--- src/rtl/m_cp0_pkg.sv ---
// Coprocessor-0 constants: register indices, exception codes, the exception
// vector, and the packed layouts of the SR and Cause fields that hold state.
package m_cp0_pkg;

  localparam logic [31:0] EXCPC        = 32'h0000_4180;

  localparam logic [4:0]  CP0_BADVADDR = 5'd8;
  localparam logic [4:0]  CP0_SR       = 5'd12;
  localparam logic [4:0]  CP0_CAUSE    = 5'd13;
  localparam logic [4:0]  CP0_EPC      = 5'd14;

  localparam logic [4:0]  EXC_INT      = 5'd0;
  localparam logic [4:0]  EXC_ADEL     = 5'd4;
  localparam logic [4:0]  EXC_ADES     = 5'd5;
  localparam logic [4:0]  EXC_SYSCALL  = 5'd8;
  localparam logic [4:0]  EXC_RI       = 5'd10;
  localparam logic [4:0]  EXC_OV       = 5'd12;

  // Only the implemented bits are stored; everything else reads as zero.
  typedef struct packed {
    logic [5:0] im;
    logic       exl;
    logic       ie;
  } sr_t;

  typedef struct packed {
    logic       bd;
    logic [5:0] ip;
    logic [4:0] exc_code;
  } cause_t;

  function automatic logic [31:0] sr_word(input sr_t s);
    return {16'h0000, s.im, 8'h00, s.exl, s.ie};
  endfunction

  function automatic logic [31:0] cause_word(input cause_t c);
    return {c.bd, 15'h0000, c.ip, 3'b000, c.exc_code, 2'b00};
  endfunction

endpackage

--- src/rtl/m_cp0.sv ---
// M-stage coprocessor 0: SR/Cause/EPC, interrupt vs exception arbitration,
// mfc0/mtc0/eret. Define CP0_BADVADDR_EN to implement BadVAddr at index 8.
module m_cp0
  import m_cp0_pkg::*;
(
  input  logic        clk,
  input  logic        reset,
  input  logic [4:0]  a_rd,
  input  logic [4:0]  a_wr,
  input  logic [31:0] din,
  input  logic        we,
  input  logic [31:0] m_pc,
  input  logic        m_bd,
  input  logic [4:0]  exc_code,
  input  logic [31:0] badvaddr,
  input  logic [5:0]  hw_int,
  input  logic        eret,
  output logic [31:0] dout,
  output logic [31:0] epc_out,
  output logic        req
);

  sr_t         sr_q, sr_d;
  cause_t      cause_q, cause_d;
  logic [31:0] epc_q, epc_d;
  logic        int_req, exc_req;

`ifdef CP0_BADVADDR_EN
  logic [31:0] badvaddr_q, badvaddr_d;
`else
  logic        unused_badvaddr;
  assign unused_badvaddr = ^badvaddr;
`endif

  // The live hw_int lines are used, not IP, so an interrupt is taken the
  // same cycle it is raised.
  assign int_req = (|(hw_int & sr_q.im)) & sr_q.ie & ~sr_q.exl;
  assign exc_req = (exc_code != EXC_INT) & ~sr_q.exl;
  assign req     = reset & (int_req | exc_req);
  assign epc_out = reset ? epc_q : 32'h0;

  // NOTE: every next-state signal gets its hold value first, so no path
  // through the case/if tree can leave it unassigned and infer a latch.
  always_comb begin
    sr_d        = sr_q;
    cause_d     = cause_q;
    epc_d       = epc_q;
    cause_d.ip  = hw_int;
`ifdef CP0_BADVADDR_EN
    badvaddr_d  = badvaddr_q;
`endif
    if (req) begin
      sr_d.exl         = 1'b1;
      cause_d.bd       = m_bd;
      cause_d.exc_code = int_req ? EXC_INT : exc_code;
      epc_d            = m_bd ? (m_pc - 32'd4) : m_pc;
`ifdef CP0_BADVADDR_EN
      if (!int_req && (exc_code == EXC_ADEL || exc_code == EXC_ADES))
        badvaddr_d = badvaddr;
`endif
    end else begin
      if (we) begin
        case (a_wr)
          CP0_SR: begin
            sr_d.im  = din[15:10];
            sr_d.exl = din[1];
            sr_d.ie  = din[0];
          end
          CP0_EPC: epc_d = {din[31:2], 2'b00};
          default: ;
        endcase
      end
      // eret applies after mtc0 so a same-edge SR write cannot re-set EXL.
      if (eret) sr_d.exl = 1'b0;
    end
  end

  // NOTE: state registers use non-blocking assignments so every register
  // samples its pre-edge inputs regardless of statement order.
  always_ff @(posedge clk) begin
    if (!reset) begin
      sr_q       <= '0;
      cause_q    <= '0;
      epc_q      <= '0;
`ifdef CP0_BADVADDR_EN
      badvaddr_q <= '0;
`endif
    end else begin
      sr_q       <= sr_d;
      cause_q    <= cause_d;
      epc_q      <= epc_d;
`ifdef CP0_BADVADDR_EN
      badvaddr_q <= badvaddr_d;
`endif
    end
  end

  always_comb begin
    dout = 32'h0;
    if (reset) begin
      case (a_rd)
        CP0_SR:       dout = sr_word(sr_q);
        CP0_CAUSE:    dout = cause_word(cause_q);
        CP0_EPC:      dout = epc_q;
`ifdef CP0_BADVADDR_EN
        CP0_BADVADDR: dout = badvaddr_q;
`endif
        default:      dout = 32'h0;
      endcase
    end
  end

endmodule

--- config.mk ---
export PLATFORM = sky130hd
export DESIGN_NAME = m_cp0
export DESIGN_NICKNAME = d
export VERILOG_FILES = /design/src/rtl/m_cp0_pkg.sv /design/src/rtl/m_cp0.sv
export SDC_FILE = /design/constraint.sdc
export NUM_CORES = 1
export LEC_CHECK = 0
export BUFFER_PORTS_ARGS = -buffer_cell sky130_fd_sc_hd__buf_2
export CAP_MARGIN = 20
export CORE_ASPECT_RATIO = 0.8
export CORE_MARGIN = 2
export CORE_UTILIZATION = 45
export CTS_CLUSTER_DIAMETER = 80
export DETAILED_ROUTE_END_ITERATION = 6
export GPL_TIMING_DRIVEN = 1
export HOLD_SLACK_MARGIN = 0.06
export PLACE_DENSITY = 0.81
export SLEW_MARGIN = 40
export SYNTH_ARGS = -nofsm -noshare
export SYNTH_HDL_FRONTEND = slang
export SYNTH_SLANG_ARGS = --single-unit
--- constraint.sdc ---
create_clock -name clk -period 2.5 [get_ports clk]
set_input_delay 0.5 -clock clk [delete_from_list [all_inputs] [get_ports clk]]
set_output_delay 0.5 -clock clk [all_outputs]
set_load 0.1 [all_outputs]
# --- Word-level counts from Yosys, hierarchy flattened ---
# Cells that the tools add are included.
classes:
  n_mul: 0
  div: 0
  n_addsub: 1
  n_lt_le_gt_ge: 0
  n_bitwise: 8
  n_eq_ne: 5
  n_reduce_logical: 9
  shifts: 0
  muxes: 12
ops:
  columns: ["cell", "n"]
  rows:
  - ["$mux W32", 6]
  - ["$pmux W32 S3", 1]
  - ["$sub A32 B3 Y32 const B", 1]
  - ["$eq A5 B4 Y1 const B", 5]
  - ["$and A6 B6 Y6", 1]
  - ["$reduce_bool A3 Y1", 2]
  - ["$reduce_or A6 Y1", 1]
  - ["$mux W5", 1]
  - ["$reduce_bool A5 Y1", 1]
  - ["$and A1 B1 Y1", 4]
  - ["$mux W2", 2]
  - ["$reduce_and A2 Y1", 2]
  - ["$reduce_bool A2 Y1", 2]
  - ["$reduce_and A3 Y1", 1]
  - ["$mux W1", 2]
  - ["$not A1 Y1", 2]
  - ["$or A1 B1 Y1", 1]
totals:
  memories: 0
  latch_bits: 0
  mem_bits_rw: 0
  mem_bits_ro: 0
  out_inout_bits: 65
  elab_cells: 42
  inputBits: 122
  register_bits: 52

# --- Logic depth before layout (Yosys ltp) ---
# Gate-level depths: netlist (run 1).
depth:
  ltp_word: 8
  mapped_depth: 7
  ltp_nobuf: 7

# --- Worst setup path after synthesis (run 1) ---
# No wires, ideal clock.
synth_path:
  path_kind: "input-to-output"
  from: "input reset"
  to: "output dout[0]"
  cell_stages: 3
  n_path_buf: 1
  required_ps: 2000
  arrival_ps: 2967
  path_slack_ps: -967
  path_cell_list: "clkbuf_1 -> nand2_1 -> nor3_1"
synth_via:
  elab_chain_cells: 1
synth_lines:
  columns: ["element", "line", "rtl"]
  rows:
  - ["from (decl)", "m_cp0.sv:7", "input logic reset,"]
  - ["$mux W32", "m_cp0.sv:100", "if (reset) begin"]
  - ["to (decl)", "m_cp0.sv:18", "output logic [31:0] dout,"]
# Every way passes these cells.

# --- Worst setup path in the final report (run 1) ---
layout_path:
  from: "input a_rd[0]"
  to: "output dout[16]"
layout_via:
  elab_chain_cells: 3
  elab_cells_between_ends: 5
  cone_classes: "eq/ne (3); mux (2)"
layout_lines:
  columns: ["element", "line", "rtl"]
  rows:
  - ["from (decl)", "m_cp0.sv:8", "input logic [4:0] a_rd,"]
  - ["$eq A5 B4 Y1", "m_cp0.sv:101", "case (a_rd)"]
  - ["$pmux W32 S3 *", "m_cp0.sv:101", null]
  - ["$mux W32 *", "m_cp0.sv:100", null]
# Mark *: on every way between the ends. The rest lies on a longest branch, timed or not.

==> results.yml, run 1 <==
synthesis:
  synthesis.nets: 537
  synth_warnings: 0
  yosysUniqueCellTypes: 46
  synth_area_leaders: "dfxtp_1 31%, and2_1 9.4%, a211oi_1 8.6%, mux2i_1 8.0%, nor2_1 5.3%"
  syn-cell-area_um2: 3390
  ys_seq_area_share_pct: 30.7
  syn_area_per_cell_um2: 8.20
  synth_ff_type: "dfxtp_1"
  ys_ff_latch: 52
  synthCells: 414
  synth-async-reset-ratio_pct: 0
  yosysTopAreaCell: "dfxtp_1"
  netlist.area_leader.share_pct: 30.7
  synth-edff-count: 0
cts:
  clk_pin_slew_worst_paths_ps: 100
  clock_path_buffers: 2
  cts_hold_buf: 0
  cts_htree_levels: 2
  cts_buffers: 5
  cts_setup_buffers: 0
  clock_latency_ps: 300
  tritoncts: "done"
  clkSinkCount: 52
  root_buffer: "clkbuf_8"
  cts_resized: 0
power_and_ir_drop:
  internal_power_w: 0.00132
  power.share.clock_pct: 23.1
  p_per_area_nw_per_um2: 430
  p_leak_nw: 2.17
  power_frac_comb_pct: 33.5
  switching_share_pct: 38.8
  ir_drop_mv: 0.246
  seq_power_share_pct: 43.4
  netSwitchingPower_w: 0.000834
floorplanning:
  core_um2: 7360
  pin_count: 187
  die_area_um2: 8260
  die_w_um: 101
  rows: 28
  initial_utilization_pct: 46.1
  die_y_um: 81.7
sta:
  fin_hold_ws_ps: 423
  finalCritPeriodShare_pct: 91.7
  slew_headroom_pct: 66.9
  clock_skew_ps: 6.76
  rsz0062_at_grt: "false"
  period_needed_ps: 2290
  drv_slew: 0
  finalSetupViolCount: 0
  hold_viol_final: 0
  worst_pin_slew_ps: 496
  fmax_mhz: 436
cells_and_area:
  area_growth_syn_to_layout_pct: 47.7
  antenna_cells: 0
  nFillCells: 584
  drive_gt1_share_pct: 40.4
  final_cells: 652
  nets: 684
worst_setup_path:
  crit_required_ps: 2000
  cp_slowest_stage_delay_ps: 210
  cp_common_cell: "buf_4"
  setup.worst_path.end_class: "primary output"
  crit_chain: "buf_2, nor2b_1, buf_4, nand2_1, nor2_1, buf_4, and2_2, buf_12"
  crit_type: "in2out"
  critPathBufInv: 4
  worstPathArrival_ps: 1790
  critPathSlowestCell: "buf_4"
  crit_family: "buffers and inverters"
  r2r_setup_slack_ps: 460
  path_max_fanout: 12
  startpoint_type: "input port"
drt:
  totalWireLength_mm: 10.8
  drtPass1Iterations: 4
  num_vias: 3653
  drt_iter0_drc: 215
  detail-route-antenna-nets: 0
  drcViolationCount: 0
  wire_per_inst_um: 16.5
  vias_per_cell: 5.60
global_routing:
  grt_max_degree: 51
  grt_pass1_vias: 3469
  grt_overflow: 0
  antenna_found_initial: 0
  track_usage_pct: 25.8
  grt_pass1_wl_mm: 17.0
place:
  hpwl_mm: 8.57
  numPortBuffers: 154
  routabilityCongestion: 0.872
  post-place-cells: 644
hold_path:
  hp-class: "in2reg"
job:
  max-cap-violations: 0
status:
  status: "completed"
[worst paths after layout]
kind | start | end | cells after the start
worst max-delay path | a_rd[0] | dout[16] | 8
worst min-delay path | hw_int[3] | cause_q[8]$_SDFF_PN0_ | 2
worst max register to register | sr_q[4]$_SDFFE_PN0P_ | epc_q[22]$_SDFFE_PN0P_ | 6
worst min register to register | cause_q[11]$_SDFFE_PN0N_ | cause_q[11]$_SDFFE_PN0N_ | 2
[sequential cells by signal, summed over array words and instances (netlist names)]
| name | cells |
|---|---|
| cause_q | 12 |
| epc_q | 32 |
| sr_q | 8 |
[layout make-up]
cell class | count | area [um^2] | share of cell area, %
Clock buffer | 5 | 68.8 | 1.37
Clock inverter | 3 | 22.5 | 0.449
Inverter | 7 | 26.3 | 0.524
Multi-Input combinational cell | 324 | 2310 | 46.0
Sequential cell | 52 | 1040 | 20.8
Tap cell | 90 | 113 | 2.25
Timing Repair Buffer | 171 | 1430 | 28.6
[synth_stat cells, drive strengths merged (10+ instances only)]
library cell	instances
a211oi	39
a21oi	11
a22oi	14
and2	51
clkbuf	24
dfxtp	52
mux2i	27
nand2	18
nor2	48
nor2b	19
nor3	14
xnor2	10
xor2	12
[power by group through the flow]
stage               logic (W)  registers (W)  clock network [W]
floorplan            0.000504       0.000935                  0
global placement     0.000698       0.000949                  0
detailed placement   0.000716       0.000953                  0
CTS                  0.000718       0.000934           0.000498
global route         0.000769       0.000943           0.000537
finish               0.000721       0.000935           0.000497
[per-layer routing]
metal  track usage, %  part of all wire, %
met3             3.91                  5.6
met2             42.0                   47
met1             35.4                   45
met4             7.70                  1.5
met5                0                    0
[cell usage in the layout (no fill, tap or decap), types with 11 or more instances in the layout]
cell type / n
nor2_1: 33
buf_2: 120
buf_4: 15
nor2b_1: 19
dfxtp_1: 52
a211oi_1: 39
nand2_1: 18
and2_1: 34
a21oi_1: 11
buf_12: 36
xor2_1: 12
a22oi_1: 14
mux2i_1: 27
[stage by stage]
step,setup slack [ps],util [%],cell area [um^2],total power [W],TNS (ps)
global route,121,68.1,5010,0.00225,0
floorplan,-211,-,3500,0.00144,-2040
finish,207,68.1,5010,0.00215,0
global placement,180,66.9,4920,0.00165,0
CTS,211,68.1,5010,0.00215,0
detailed placement,118,66.9,4920,0.00167,0
[logic make-up after synthesis]
kind of cell / count (synthesis) / share of synthesized area (%)
xor+xnor: 22 / 5.68
buf+inv: 38 / 4.68
fa+ha+maj: 1 / 0.369
mux: 28 / 8.30
simple gates: 186 / 31.6
compound gates: 87 / 18.7
flops: 52 / 30.7
Note: power is estimated with default switching activity, not from simulation.
==> inputs of run 2 (changes only) <==
PLACE_DENSITY = 0.86   (was 0.81)
==> results.yml, run 2 (same netlist as run 1, synthesis figures left out) <==
cts:
  cts_buffers: 5
  cts_resized: 0
  root_buffer: "clkbuf_8"
  cts_htree_levels: 2
  cts_setup_buffers: 0
  clk_pin_slew_worst_paths_ps: 90
  cts_hold_buf: 0
  clock_path_buffers: 2
  clock_latency_ps: 300
  clkSinkCount: 52
  tritoncts: "done"
global_routing:
  track_usage_pct: 26.7
  grt_pass1_vias: 3596
  grt_overflow: 0
  grt_pass1_wl_mm: 17.3
  grt_max_degree: 51
  antenna_found_initial: 0
status:
  status: "completed"
cells_and_area:
  final_cells: 654
  reg.largest.list: "epc_q: 32 flops, cause_q: 12 flops, sr_q: 8 flops"
  drive_gt1_share_pct: 40.6
  stdcell_area_um2: 5080
  largest_register: "epc_q"
  largest_reg_flops: 32
  antenna_cells: 0
  mostFrequentLayoutCells: "119 x buf_2, 52 x dfxtp_1, 39 x a211oi_1"
  nets: 686
  area_growth_syn_to_layout_pct: 49.6
  final_common_cell: "buf_2"
power_and_ir_drop:
  netSwitchingPower_w: 0.000814
  p_leak_nw: 2.20
  switching_share_pct: 35.5
  power.share.clock_pct: 27.2
  p_per_area_nw_per_um2: 451
  ir_drop_mv: 0.383
  power_frac_comb_pct: 31.9
  seq_power_share_pct: 40.9
  internal_power_w: 0.00148
drt:
  drcViolationCount: 0
  totalWireLength_mm: 11.1
  drtPass1Iterations: 4
  wire_per_inst_um: 17.0
  detail-route-antenna-nets: 0
  drt_iter0_drc: 176
  vias_per_cell: 5.68
  num_vias: 3715
place:
  hpwl_mm: 8.98
  numPortBuffers: 154
  postPlaceCellArea_um2: 4950
  post-place-cells: 646
  pre_cts_ws_ps: 78.9
  routabilityCongestion: 0.878
sta:
  finalCritPeriodShare_pct: 91.4
  drv_slew: 0
  period_needed_ps: 2290
  fin_setup_tns_ps: 0
  fin_ws_ps: 215
  worst_pin_slew_ps: 511
  rsz0062_at_grt: "false"
  clock_skew_ps: 4.89
  fin_hold_ws_ps: 416
  slew_headroom_pct: 66.2
  finalSetupViolCount: 0
  hold_viol_final: 0
  fmax_mhz: 438
job:
  max-cap-violations: 0
floorplanning:
  rows: 28
  die_y_um: 81.7
  initial_utilization_pct: 46.1
  core_um2: 7360
  die_area_um2: 8260
  die_w_um: 101
  pin_count: 187
worst_setup_path:
  crit_required_ps: 2000
  startpoint_type: "input port"
  worstPathArrival_ps: 1790
  path_max_fanout: 9
  setup.worst_path.end_class: "primary output"
  crit_type: "in2out"
hold_path:
  hp-class: "in2reg"
## run 2: cell count changes in the layout (fill, tap and decap cells not counted)
| cell | delta |
|---|---|
| buf_4 | +2 |
| clkbuf_8 | +2 |
| clkinv_2 | -1 |
| buf_2 | -1 |
| clkinv_4 | -1 |
| inv_6 | -1 |
| buf_12 | +1 |
| bufinv_16 | +1 |
## run 2: worst paths after layout
check / startpoint / slack (ps) / to / cells after the start
max reg2reg: sr_q[3]$_SDFFE_PN0P_ / 550 / epc_q[3]$_SDFFE_PN0P_ / 6
max: a_rd[1] / 210 / dout[2] / 7
min reg2reg: cause_q[11]$_SDFFE_PN0N_ / 460 / cause_q[11]$_SDFFE_PN0N_ / 2
min: hw_int[1] / 420 / cause_q[6]$_SDFF_PN0_ / 2
## run 2: per-layer routing
layer  up-vias  share of wire [%]  GRT usage (%)
li1       1777                  -              -
met5         -                  0              0
met2       164                 49           45.0
met1      1756                 43           34.6
met3        18                6.7           5.19
met4         0                1.6           8.78
## run 2: stage by stage
stage	util, %	total power [W]
6_report	69.0	0.00229
5_1_grt	69.0	0.00239
4_1_cts	69.0	0.00229
3_5_place_dp	67.3	0.00168
3_3_place_gp	67.3	0.00166
2_1_floorplan	-	0.00144
## run 2: critical path: stages
cell	delay (ps)
buf_2	110
buf_4	180
nor2b_1	330
buf_4	240
a22oi_1	120
nor2_4	120
buf_12	180
## run 2: layout make-up
type	instances	area, um^2
multi-input combinational	324	2310
fill	574	2280
timing repair buffer	173	1460
sequential	52	1040
tap	90	113
clock buffer	7	96.3
clock inverter	1	30.0
inverter	7	26.3
## run 2: power groups by stage
stage	clock network, W	registers, W	logic [W]
2_1_floorplan	0	0.000935	0.000504
3_5_place_dp	0	0.000954	0.000727
4_1_cts	0.000628	0.000935	0.000730
6_report	0.000623	0.000936	0.000732
5_1_grt	0.000671	0.000942	0.000778
3_3_place_gp	0	0.000948	0.000708
